==> config.mk <==
export PLATFORM = sky130hd
export DESIGN_NAME = sprite_table_flat
export DESIGN_NICKNAME = d
export VERILOG_FILES = /design/src/rtl/sprite_pkg.sv /design/src/rtl/sprite_table_if.sv /design/src/rtl/sprite_hit_fifo.sv /design/src/rtl/sprite_table.sv /design/src/flat_wrapper.sv
export SDC_FILE = /design/constraint.sdc
export NUM_CORES = 1
export LEC_CHECK = 0
export BUFFER_PORTS_ARGS = -buffer_cell sky130_fd_sc_hd__buf_2
export CAP_MARGIN = 15
export CORE_ASPECT_RATIO = 0.9
export CORE_MARGIN = 3
export CORE_UTILIZATION = 60
export DETAILED_ROUTE_END_ITERATION = 8
export PLACE_DENSITY_LB_ADDON = 0.15
export SYNTH_ARGS = -nofsm -noshare
export SYNTH_HDL_FRONTEND = slang
export SYNTH_SLANG_ARGS = --single-unit
==> constraint.sdc <==
create_clock -name clk -period 8.15 [get_ports clk]
set_input_delay 0.815 -clock clk [delete_from_list [all_inputs] [get_ports clk]]
set_output_delay 0.815 -clock clk [all_outputs]
set_load 0.005 [all_outputs]
==> src/rtl/sprite_pkg.sv <==
`default_nettype none
`timescale 1ns/1ps
// ============================================================================
// sprite_pkg : shared constants and types for the sprite attribute table
// Revision   : 1.0
// ============================================================================
package sprite_pkg;

    localparam int NSPR     = 32;
    localparam int SP_H     = 16;
    localparam int MAX_HITS = 8;
    localparam int SPX_W    = 10;
    localparam int SPY_W    = 9;
    localparam int SEL_W    = 5;
    localparam int ROW_W    = 4;

    typedef struct packed {
        logic [SPX_W-1:0] x;
        logic [SPY_W-1:0] y;
        logic             vis;
    } entry_t;

    typedef struct packed {
        logic [SEL_W-1:0] sel;
        logic [SPX_W-1:0] x;
        logic [ROW_W-1:0] row;
    } hit_t;

    typedef enum logic [0:0] {
        IDLE = 1'b0,
        SCAN = 1'b1
    } scan_state_e;

    localparam int HIT_W = $bits(hit_t);

endpackage
`default_nettype wire

==> src/rtl/sprite_table_if.sv <==
`default_nettype none
`timescale 1ns/1ps
// ============================================================================
// sprite_table_if : CPU sprite-write, line-request and hit-stream signals
// Revision        : 1.0
// ============================================================================
interface sprite_table_if;
    import sprite_pkg::*;

    logic [SEL_W-1:0] spsel;
    logic [SPX_W-1:0] spx;
    logic [SPY_W-1:0] spy;
    logic             sppos;
    logic             spattr;
    logic             spvis;
    logic             line_start;
    logic [SPY_W-1:0] line_y;
    logic             scan_busy;
    logic             scan_done;
    logic             overflow;
    logic             hit_valid;
    logic             hit_ready;
    logic [SEL_W-1:0] hit_sel;
    logic [SPX_W-1:0] hit_x;
    logic [ROW_W-1:0] hit_row;

    modport master (
        output spsel, spx, spy, sppos, spattr, spvis, line_start, line_y, hit_ready,
        input  scan_busy, scan_done, overflow, hit_valid, hit_sel, hit_x, hit_row
    );

    modport slave (
        input  spsel, spx, spy, sppos, spattr, spvis, line_start, line_y, hit_ready,
        output scan_busy, scan_done, overflow, hit_valid, hit_sel, hit_x, hit_row
    );

endinterface
`default_nettype wire

==> src/rtl/sprite_hit_fifo.sv <==
`default_nettype none
`timescale 1ns/1ps
// ============================================================================
// sprite_hit_fifo : synchronous FIFO with flush; head reads as zero when empty
// Revision        : 1.0
// ============================================================================
module sprite_hit_fifo #(
    parameter int DEPTH = 8,
    parameter int WIDTH = 19
) (
    input  logic             clk,
    input  logic             rst,
    input  logic             flush,
    input  logic             push,
    input  logic [WIDTH-1:0] push_data,
    input  logic             pop,
    output logic [WIDTH-1:0] pop_data,
    output logic             empty,
    output logic             full
);
    localparam int AW = $clog2(DEPTH);

    logic [WIDTH-1:0] mem [DEPTH];
    logic [AW:0]      wr_ptr;
    logic [AW:0]      rd_ptr;
    logic             do_push;
    logic             do_pop;

    assign empty   = (wr_ptr == rd_ptr);
    assign full    = (wr_ptr[AW] != rd_ptr[AW]) && (wr_ptr[AW-1:0] == rd_ptr[AW-1:0]);
    assign do_push = push && !full;
    assign do_pop  = pop && !empty;
    assign pop_data = empty ? '0 : mem[rd_ptr[AW-1:0]];

    always_ff @(posedge clk) begin
        if (rst || flush) begin
            wr_ptr <= '0;
            rd_ptr <= '0;
        end else begin
            if (do_push) wr_ptr <= wr_ptr + 1'b1;
            if (do_pop)  rd_ptr <= rd_ptr + 1'b1;
        end
    end

    always_ff @(posedge clk) begin
        if (do_push) mem[wr_ptr[AW-1:0]] <= push_data;
    end

endmodule
`default_nettype wire

==> src/rtl/sprite_table.sv <==
`default_nettype none
`timescale 1ns/1ps
// ============================================================================
// sprite_table : CPU-written sprite attribute table with per-line hit scanner
// Revision     : 1.0
// ============================================================================
module sprite_table
    import sprite_pkg::*;
(
    input  logic           clk,
    input  logic           rst,
    sprite_table_if.slave  bus
);
    localparam int         CNT_W   = $clog2(MAX_HITS + 1);
    localparam logic [0:0] ST_IDLE = IDLE;
    localparam logic [0:0] ST_SCAN = SCAN;

    entry_t           table_q [NSPR];
    entry_t           cur;
    logic [0:0]       state;
    logic [SEL_W-1:0] idx;
    logic [SPY_W-1:0] line_q;
    logic [CNT_W-1:0] hit_cnt;
    logic             done;
    logic             ovf;
    logic [SPY_W:0]   diff;
    logic             hit;
    logic             push;
    logic             pop;
    logic             empty;
    logic             full;
    hit_t             push_hit;
    hit_t             head;

    always_ff @(posedge clk) begin
        if (rst) begin
            for (int i = 0; i < NSPR; i++) table_q[i] <= '0;
        end else begin
            if (bus.sppos) begin
                table_q[bus.spsel].x <= bus.spx;
                table_q[bus.spsel].y <= bus.spy;
            end
            if (bus.spattr) table_q[bus.spsel].vis <= bus.spvis;
        end
    end

    // Unsigned 10-bit difference: line above the sprite wraps high and misses.
    assign cur  = table_q[idx];
    assign diff = {1'b0, line_q} - {1'b0, cur.y};
    assign hit  = cur.vis && (diff < (SPY_W+1)'(SP_H));

    assign push_hit.sel = idx;
    assign push_hit.x   = cur.x;
    assign push_hit.row = diff[ROW_W-1:0];

    assign push = (state == ST_SCAN) && !bus.line_start && hit
                  && (hit_cnt != CNT_W'(MAX_HITS)) && !full;
    assign pop  = !empty && bus.hit_ready;

    always_ff @(posedge clk) begin
        if (rst) begin
            state   <= ST_IDLE;
            idx     <= '0;
            line_q  <= '0;
            hit_cnt <= '0;
            done    <= 1'b0;
            ovf     <= 1'b0;
        end else begin
            done <= 1'b0;
            if (bus.line_start) begin
                state   <= ST_SCAN;
                idx     <= '0;
                line_q  <= bus.line_y;
                hit_cnt <= '0;
                ovf     <= 1'b0;
            end else if (state == ST_SCAN) begin
                if (hit) begin
                    if (hit_cnt == CNT_W'(MAX_HITS)) ovf <= 1'b1;
                    else                            hit_cnt <= hit_cnt + 1'b1;
                end
                idx <= idx + 1'b1;
                if (idx == SEL_W'(NSPR - 1)) begin
                    state <= ST_IDLE;
                    done  <= 1'b1;
                end
            end
        end
    end

    sprite_hit_fifo #(
        .DEPTH (MAX_HITS),
        .WIDTH (HIT_W)
    ) u_hit_fifo (
        .clk       (clk),
        .rst       (rst),
        .flush     (bus.line_start),
        .push      (push),
        .push_data (push_hit),
        .pop       (pop),
        .pop_data  (head),
        .empty     (empty),
        .full      (full)
    );

    assign bus.scan_busy = (state == ST_SCAN);
    assign bus.scan_done = done;
    assign bus.overflow  = ovf;
    assign bus.hit_valid = !empty;
    assign bus.hit_sel   = head.sel;
    assign bus.hit_x     = head.x;
    assign bus.hit_row   = head.row;

endmodule
`default_nettype wire

==> src/flat_wrapper.sv <==
// flat-port wrapper written by rule: the top's interface ports become plain ports
module sprite_table_flat import sprite_pkg::*;
  (clk, rst, bus_spsel, bus_spx, bus_spy, bus_sppos, bus_spattr, bus_spvis, bus_line_start, bus_line_y, bus_hit_ready, bus_scan_busy, bus_scan_done, bus_overflow, bus_hit_valid, bus_hit_sel, bus_hit_x, bus_hit_row);
  sprite_table_if bus_i ();
  input  logic clk;
  input  logic rst;
  input wire logic [$bits(bus_i.spsel)-1:0] bus_spsel;
  input wire logic [$bits(bus_i.spx)-1:0] bus_spx;
  input wire logic [$bits(bus_i.spy)-1:0] bus_spy;
  input wire logic [$bits(bus_i.sppos)-1:0] bus_sppos;
  input wire logic [$bits(bus_i.spattr)-1:0] bus_spattr;
  input wire logic [$bits(bus_i.spvis)-1:0] bus_spvis;
  input wire logic [$bits(bus_i.line_start)-1:0] bus_line_start;
  input wire logic [$bits(bus_i.line_y)-1:0] bus_line_y;
  input wire logic [$bits(bus_i.hit_ready)-1:0] bus_hit_ready;
  output wire logic [$bits(bus_i.scan_busy)-1:0] bus_scan_busy;
  output wire logic [$bits(bus_i.scan_done)-1:0] bus_scan_done;
  output wire logic [$bits(bus_i.overflow)-1:0] bus_overflow;
  output wire logic [$bits(bus_i.hit_valid)-1:0] bus_hit_valid;
  output wire logic [$bits(bus_i.hit_sel)-1:0] bus_hit_sel;
  output wire logic [$bits(bus_i.hit_x)-1:0] bus_hit_x;
  output wire logic [$bits(bus_i.hit_row)-1:0] bus_hit_row;
  assign bus_i.spsel = bus_spsel;
  assign bus_i.spx = bus_spx;
  assign bus_i.spy = bus_spy;
  assign bus_i.sppos = bus_sppos;
  assign bus_i.spattr = bus_spattr;
  assign bus_i.spvis = bus_spvis;
  assign bus_i.line_start = bus_line_start;
  assign bus_i.line_y = bus_line_y;
  assign bus_i.hit_ready = bus_hit_ready;
  assign bus_scan_busy = bus_i.scan_busy;
  assign bus_scan_done = bus_i.scan_done;
  assign bus_overflow = bus_i.overflow;
  assign bus_hit_valid = bus_i.hit_valid;
  assign bus_hit_sel = bus_i.hit_sel;
  assign bus_hit_x = bus_i.hit_x;
  assign bus_hit_row = bus_i.hit_row;
  sprite_table u_core (.clk(clk), .rst(rst), .bus(bus_i));
endmodule
* After elaboration in Yosys (flattened, before gate mapping) *
Memory sizes are Yosys's and may differ from the RTL's. A register that Yosys moved wholly into a read port is not among the register bits.
Cells that the tools add are included.

cells by class
  divide/modulo/power cells = 0
  multiplexer cells = 22
  magnitude comparators = 1
  reductions and logical operators = 18
  multiply operators = 0
  bitwise logic cells = 2
  $add $sub $neg = 5
  eq/ne operators = 6
  shift operators = 0

operators by type and width
  kind                                                                    count
  20-bit two-way mux                                                      1
  20-bit OR reduction                                                     1
  19-bit two-way mux                                                      1
  5-bit two-way mux                                                       3
  1-bit two-way mux                                                       14
  4-bit by 1-bit adder with 4-bit output (second input constant)          3
  10-bit by 5-bit < comparator with 1-bit output (second input constant)  1
  9-bit by 9-bit subtractor with 10-bit output                            1
  1-bit logical AND                                                       9
  3-bit two-way mux                                                       2
  3-bit AND reduction                                                     2
  5-bit by 1-bit adder with 5-bit output (second input constant)          1
  5-bit == test (second input constant)                                   1
  4-bit == test                                                           1
  4-bit == test (second input constant)                                   1
  4-bit != test (second input constant)                                   1
  3-bit == test                                                           1
  1-bit zero test                                                         3
  3-bit OR reduction                                                      1
  2-bit two-way mux                                                       1
  1-bit inverter                                                          2
  2-bit OR reduction                                                      1
  1-bit logical OR                                                        1
  1-bit != test                                                           1

word-level totals
  latch bits = 0
  register bits = 29
  bits in writable memories = 792
  bits in read-only memories = 0
  memories = 2
  output and inout bits = 23

memory list
  name                   words  width  read ports  clocked after memory_dff  wr ports  RTL line               text
  u_core.table_q         32     20     1           1                         32        sprite_table.sv:18     entry_t table_q [NSPR];
  u_core.u_hit_fifo.mem  8      19     1           1                         1         sprite_hit_fifo.sv:23  logic [WIDTH-1:0] mem [DEPTH];

* Longest topological paths before layout *
  depth after elaboration = 9
  gate-level depth with buffers = 17

* By module *
From an unflattened synthesis, not the netlist that was laid out.

unflattened totals
  cell total of the unflattened synthesis = 2337
  area total of the unflattened synthesis = 37327.0 um^2

modules (own cells, without submodules)
  module           area each (um^2)  seq. area each (um^2)  cells each  times used
  sprite_table     30773.3           19738.9                2012        1
  sprite_hit_fifo  6553.8            4784.6                 325         1

* Worst setup path after synthesis *
Ideal clock, no wire load.

  kind = reg2reg
  start point = register with a tool-made name
  end point = memory u_core.u_hit_fifo.mem[1][0], enable pin
  clock period less this slack = 6.157 ns
  stages on the path, launching flop included = 16
  setup slack = 1.993 ns
  library setup time = 0.450 ns
  data required time = 7.700 ns
  data arrival time = 5.706 ns
  cells stage by stage = dfxtp_1 buf_2 clkbuf_1 mux4_2 mux4_2 mux2_2 ha_1 inv_1 fa_1 a21oi_1 o21bai_1 mux2_2 o2111a_1 o211a_1 nand2_1 nor4b_1

RTL lines
  element           RTL line
  end: declaration  sprite_hit_fifo.sv:23

==> qor.yml <==
status: "finished, final reports clean"
netlist_area_mm2: 0.0371
synth-edff-count: 792
drive_gt1_share_pct: 22.5
vias_per_cell: 6.37
drt_iter0_drc: 2552
antenna_cells: 0
crit_family: "simple AND/OR/NAND/NOR gates"
hold_class: "input port to flop"
register_area_mm2: 0.0245
cts.sinks: 829
critPathMaxFanout: 30
fillerInstances: 4043
htree_levels: 3
grt_usage_pct: 28.3
ios: 63
vias: 20000
synth_top_cell_by_area: "edfxtp_1"
vdd.ir_drop.worst_mv: 0.151
synth_area_per_cell_um2: 16.1
yosys_warnings: 0
p_total_w: 0.00908
antenna_left: 0
finalHoldViolations: 0
startpoint_type: "flop"
fin_crit_sh_pct: 74.7
rows: 85
holdWs_ps: 442
slew_headroom_pct: 27.5
layout.cells.non_filler: 3135
rsz0062_at_grt: "no"
finalMaxSlewViolations: 0
async_reset_ff_share_pct: 0
fp.dieW_um: 268
crit_top_cell: "mux4_2"
ctsHoldBuffers: 0
setup-violations-final: 0
fmax_mhz: 164
critical_path_required_ps: 8390
cp.arrival_ps: 6320
tns_ps: 0
syn2layout_area_growth_pct: 9.44
crit_type: "flop to flop"
die_y_um: 242
postSynthCellCount: 2301
synth_seq_cells: 829
p_per_area_mw_per_mm2: 224
fin_skew_ps: 18.1
cts_buffers: 82
antenna_found_initial: 4
synth_ff_type: "edfxtp_1"
dp_cells: 2984
worst-path-buf-inv: 1
root_buffer: "clkbuf_16"
synth_area_leaders: "edfxtp_1 64%, mux4_2 14%, and2_1 10%, dfxtp_1 2.0%, clkbuf_1 1.6%"
critPathSlowestCell: "nor2_2"
drc: 0
cts_tree: "built"
clkSlewWorstSetupHoldPaths_ps: 60
grt_max_degree: 80
grt_pass1_wl_um: 133000
io_buffers: 62
finalNetCount: 2344
cp-end-kind: "flop"
cts_buffer_depth: 3
synth_top_cell_area_share_pct: 64.1
core_area_mm2: 0.0605
dpl.hpwl_um: 54400
multi_input_area_mm2: 0.0118
max_stage_delay_ps: 840
crit_chain: "buf_4 > mux4_2 > mux4_2 > mux2i_1 > ha_1 > a21oi_1 > o21ai_0 > o22ai_1 > xor2_1 > nand3_1 > or3_1 > nor2_2"
cts_setup_buffers: 0
initial_core_util_pct: 61.3
dieArea_mm2: 0.0649
syn-num-nets: 2357
grt-ovfl-total: 0
routed_wl_um: 89700
power_leakage_nw: 13.7
yosysSeqAreaShare_pct: 66.1
synth.distinct_cells: 55
final_util_pct: 67.1
drv_cap: 0
clk_latency_ps: 630
tightest_slew_ps: 1080
min_period_ps: 6090
drtPass1Iterations: 5
wl_per_cell_um: 28.6
grt_pass1_vias: 19800
cts_resized: 0
routabilityCongestion: 0.837
==> final timing paths <==
kind                                   startpoint  depth (start not counted)                          end  slack [ps]
worst max-delay path                         flop                         12  u_core.u_hit_fifo.mem[6][0]        2060
worst max register to register               flop                         12  u_core.u_hit_fifo.mem[6][0]        2060
worst min-delay path                bus_line_y[6]                          3             u_core.line_q[6]         440
worst min register to register  u_core.hit_cnt[3]                          2            u_core.hit_cnt[3]         510
==> cells in the final DEF (no fill, tap or decap), types with 4 or more instances in the layout <==
cell,count
clkinv_2,13
nor3_1,5
nand2_1,22
nand2b_1,5
buf_4,42
mux2_2,16
nor3b_1,4
nor2_1,112
buf_2,63
and3_1,4
a21o_1,25
or3_1,5
nor2_2,10
and2_1,610
xor2_1,6
bufinv_16,4
ha_1,15
inv_1,12
o21bai_1,9
clkinv_1,11
dfxtp_1,32
nand3_1,13
mux4_2,228
nor2b_1,10
or2_2,35
clkbuf_8,7
xnor2_1,8
edfxtp_1,792
clkbuf_16,85
a21oi_1,11
mux2i_1,52
clkbuf_1,24
==> where the power goes <==
part	total, W	leakage, nW	switching, W	internal [W]
Combinational	0.000510	4.70	0.000328	0.000182
Clock	0.00366	1.27	0.00155	0.00211
Sequential	0.00492	7.76	0.0000651	0.00485
Total	0.00908	13.7	0.00195	0.00714
==> synth_stat cells (4+ instances only) <==
cell type and n:
a21o_1 25, and3_1 4, nor3_1 7, nand2_1 22, a21oi_1 11, or3_1 5
xnor2_1 8, edfxtp_1 792, nor2_1 122, dfxtp_1 37, nor2b_1 10, clkbuf_1 163
mux2_2 16, buf_2 33, buf_1 8, nor3b_1 5, o21bai_1 9, nand2b_1 5
inv_1 12, or2_2 35, and2_1 610, mux4_2 228, ha_1 15, mux2i_1 52
nand3_1 13, xor2_1 6
==> logic make-up after synthesis <==
family | after synthesis | synth area share (%)
mux | 296 | 15.7
flops | 829 | 66.1
fa+ha+maj | 16 | 0.560
compound gates | 76 | 1.52
simple gates | 851 | 13.4
xor+xnor | 14 | 0.330
buf+inv | 219 | 2.38
==> cell type report <==
class	count	share of cell area [%]
timing repair buffer	109	1.74
inverter	13	0.120
multi-input combinational	1253	29.0
clock buffer	118	5.72
clock inverter	30	0.601
sequential	829	60.4
tap	783	2.41
==> metal layers <==
layer | vias to the layer above | wire length (µm) | global-route usage [%] | share of wire [%]
li1 | 8509 | - | - | -
met1 | 10400 | 38500 | 44.0 | 43
met2 | 887 | 40300 | 40.6 | 45
met3 | 116 | 8950 | 7.07 | 10
met4 | 4 | 2020 | 6.94 | 2.3
met5 | - | 25 | 0 | 0.028
==> flip-flops by register name, summed over array words and instances, names as in the netlist, named ones only <==
| name | cells |
|---|---|
| u_core.table_q | 640 |
| u_core.bus.scan_done | 1 |
| u_core.bus.scan_busy | 1 |
| u_core.u_hit_fifo.rd_ptr | 4 |
| u_core.bus.overflow | 1 |
| u_core.u_hit_fifo.wr_ptr | 4 |
| u_core.u_hit_fifo.mem | 152 |
| u_core.line_q | 9 |
| u_core.idx | 5 |
| u_core.hit_cnt | 4 |
==> tightest hold or removal path: cells and delay by family <==
kind / cells / cell delay, ps
buf+inv: 1 / 80
simple gates: 1 / 70
mux: 1 / 60
==> stage by stage <==
step           setup slack [ps]  area, µm²
5_1_grt                    1610      40600
6_report                   2060      40600
3_3_place_gp               2240      38000
4_1_cts                    2080      40600
2_1_floorplan              1990      37100
3_5_place_dp               2080      38000
Note: power is estimated with default switching activity, not from simulation.
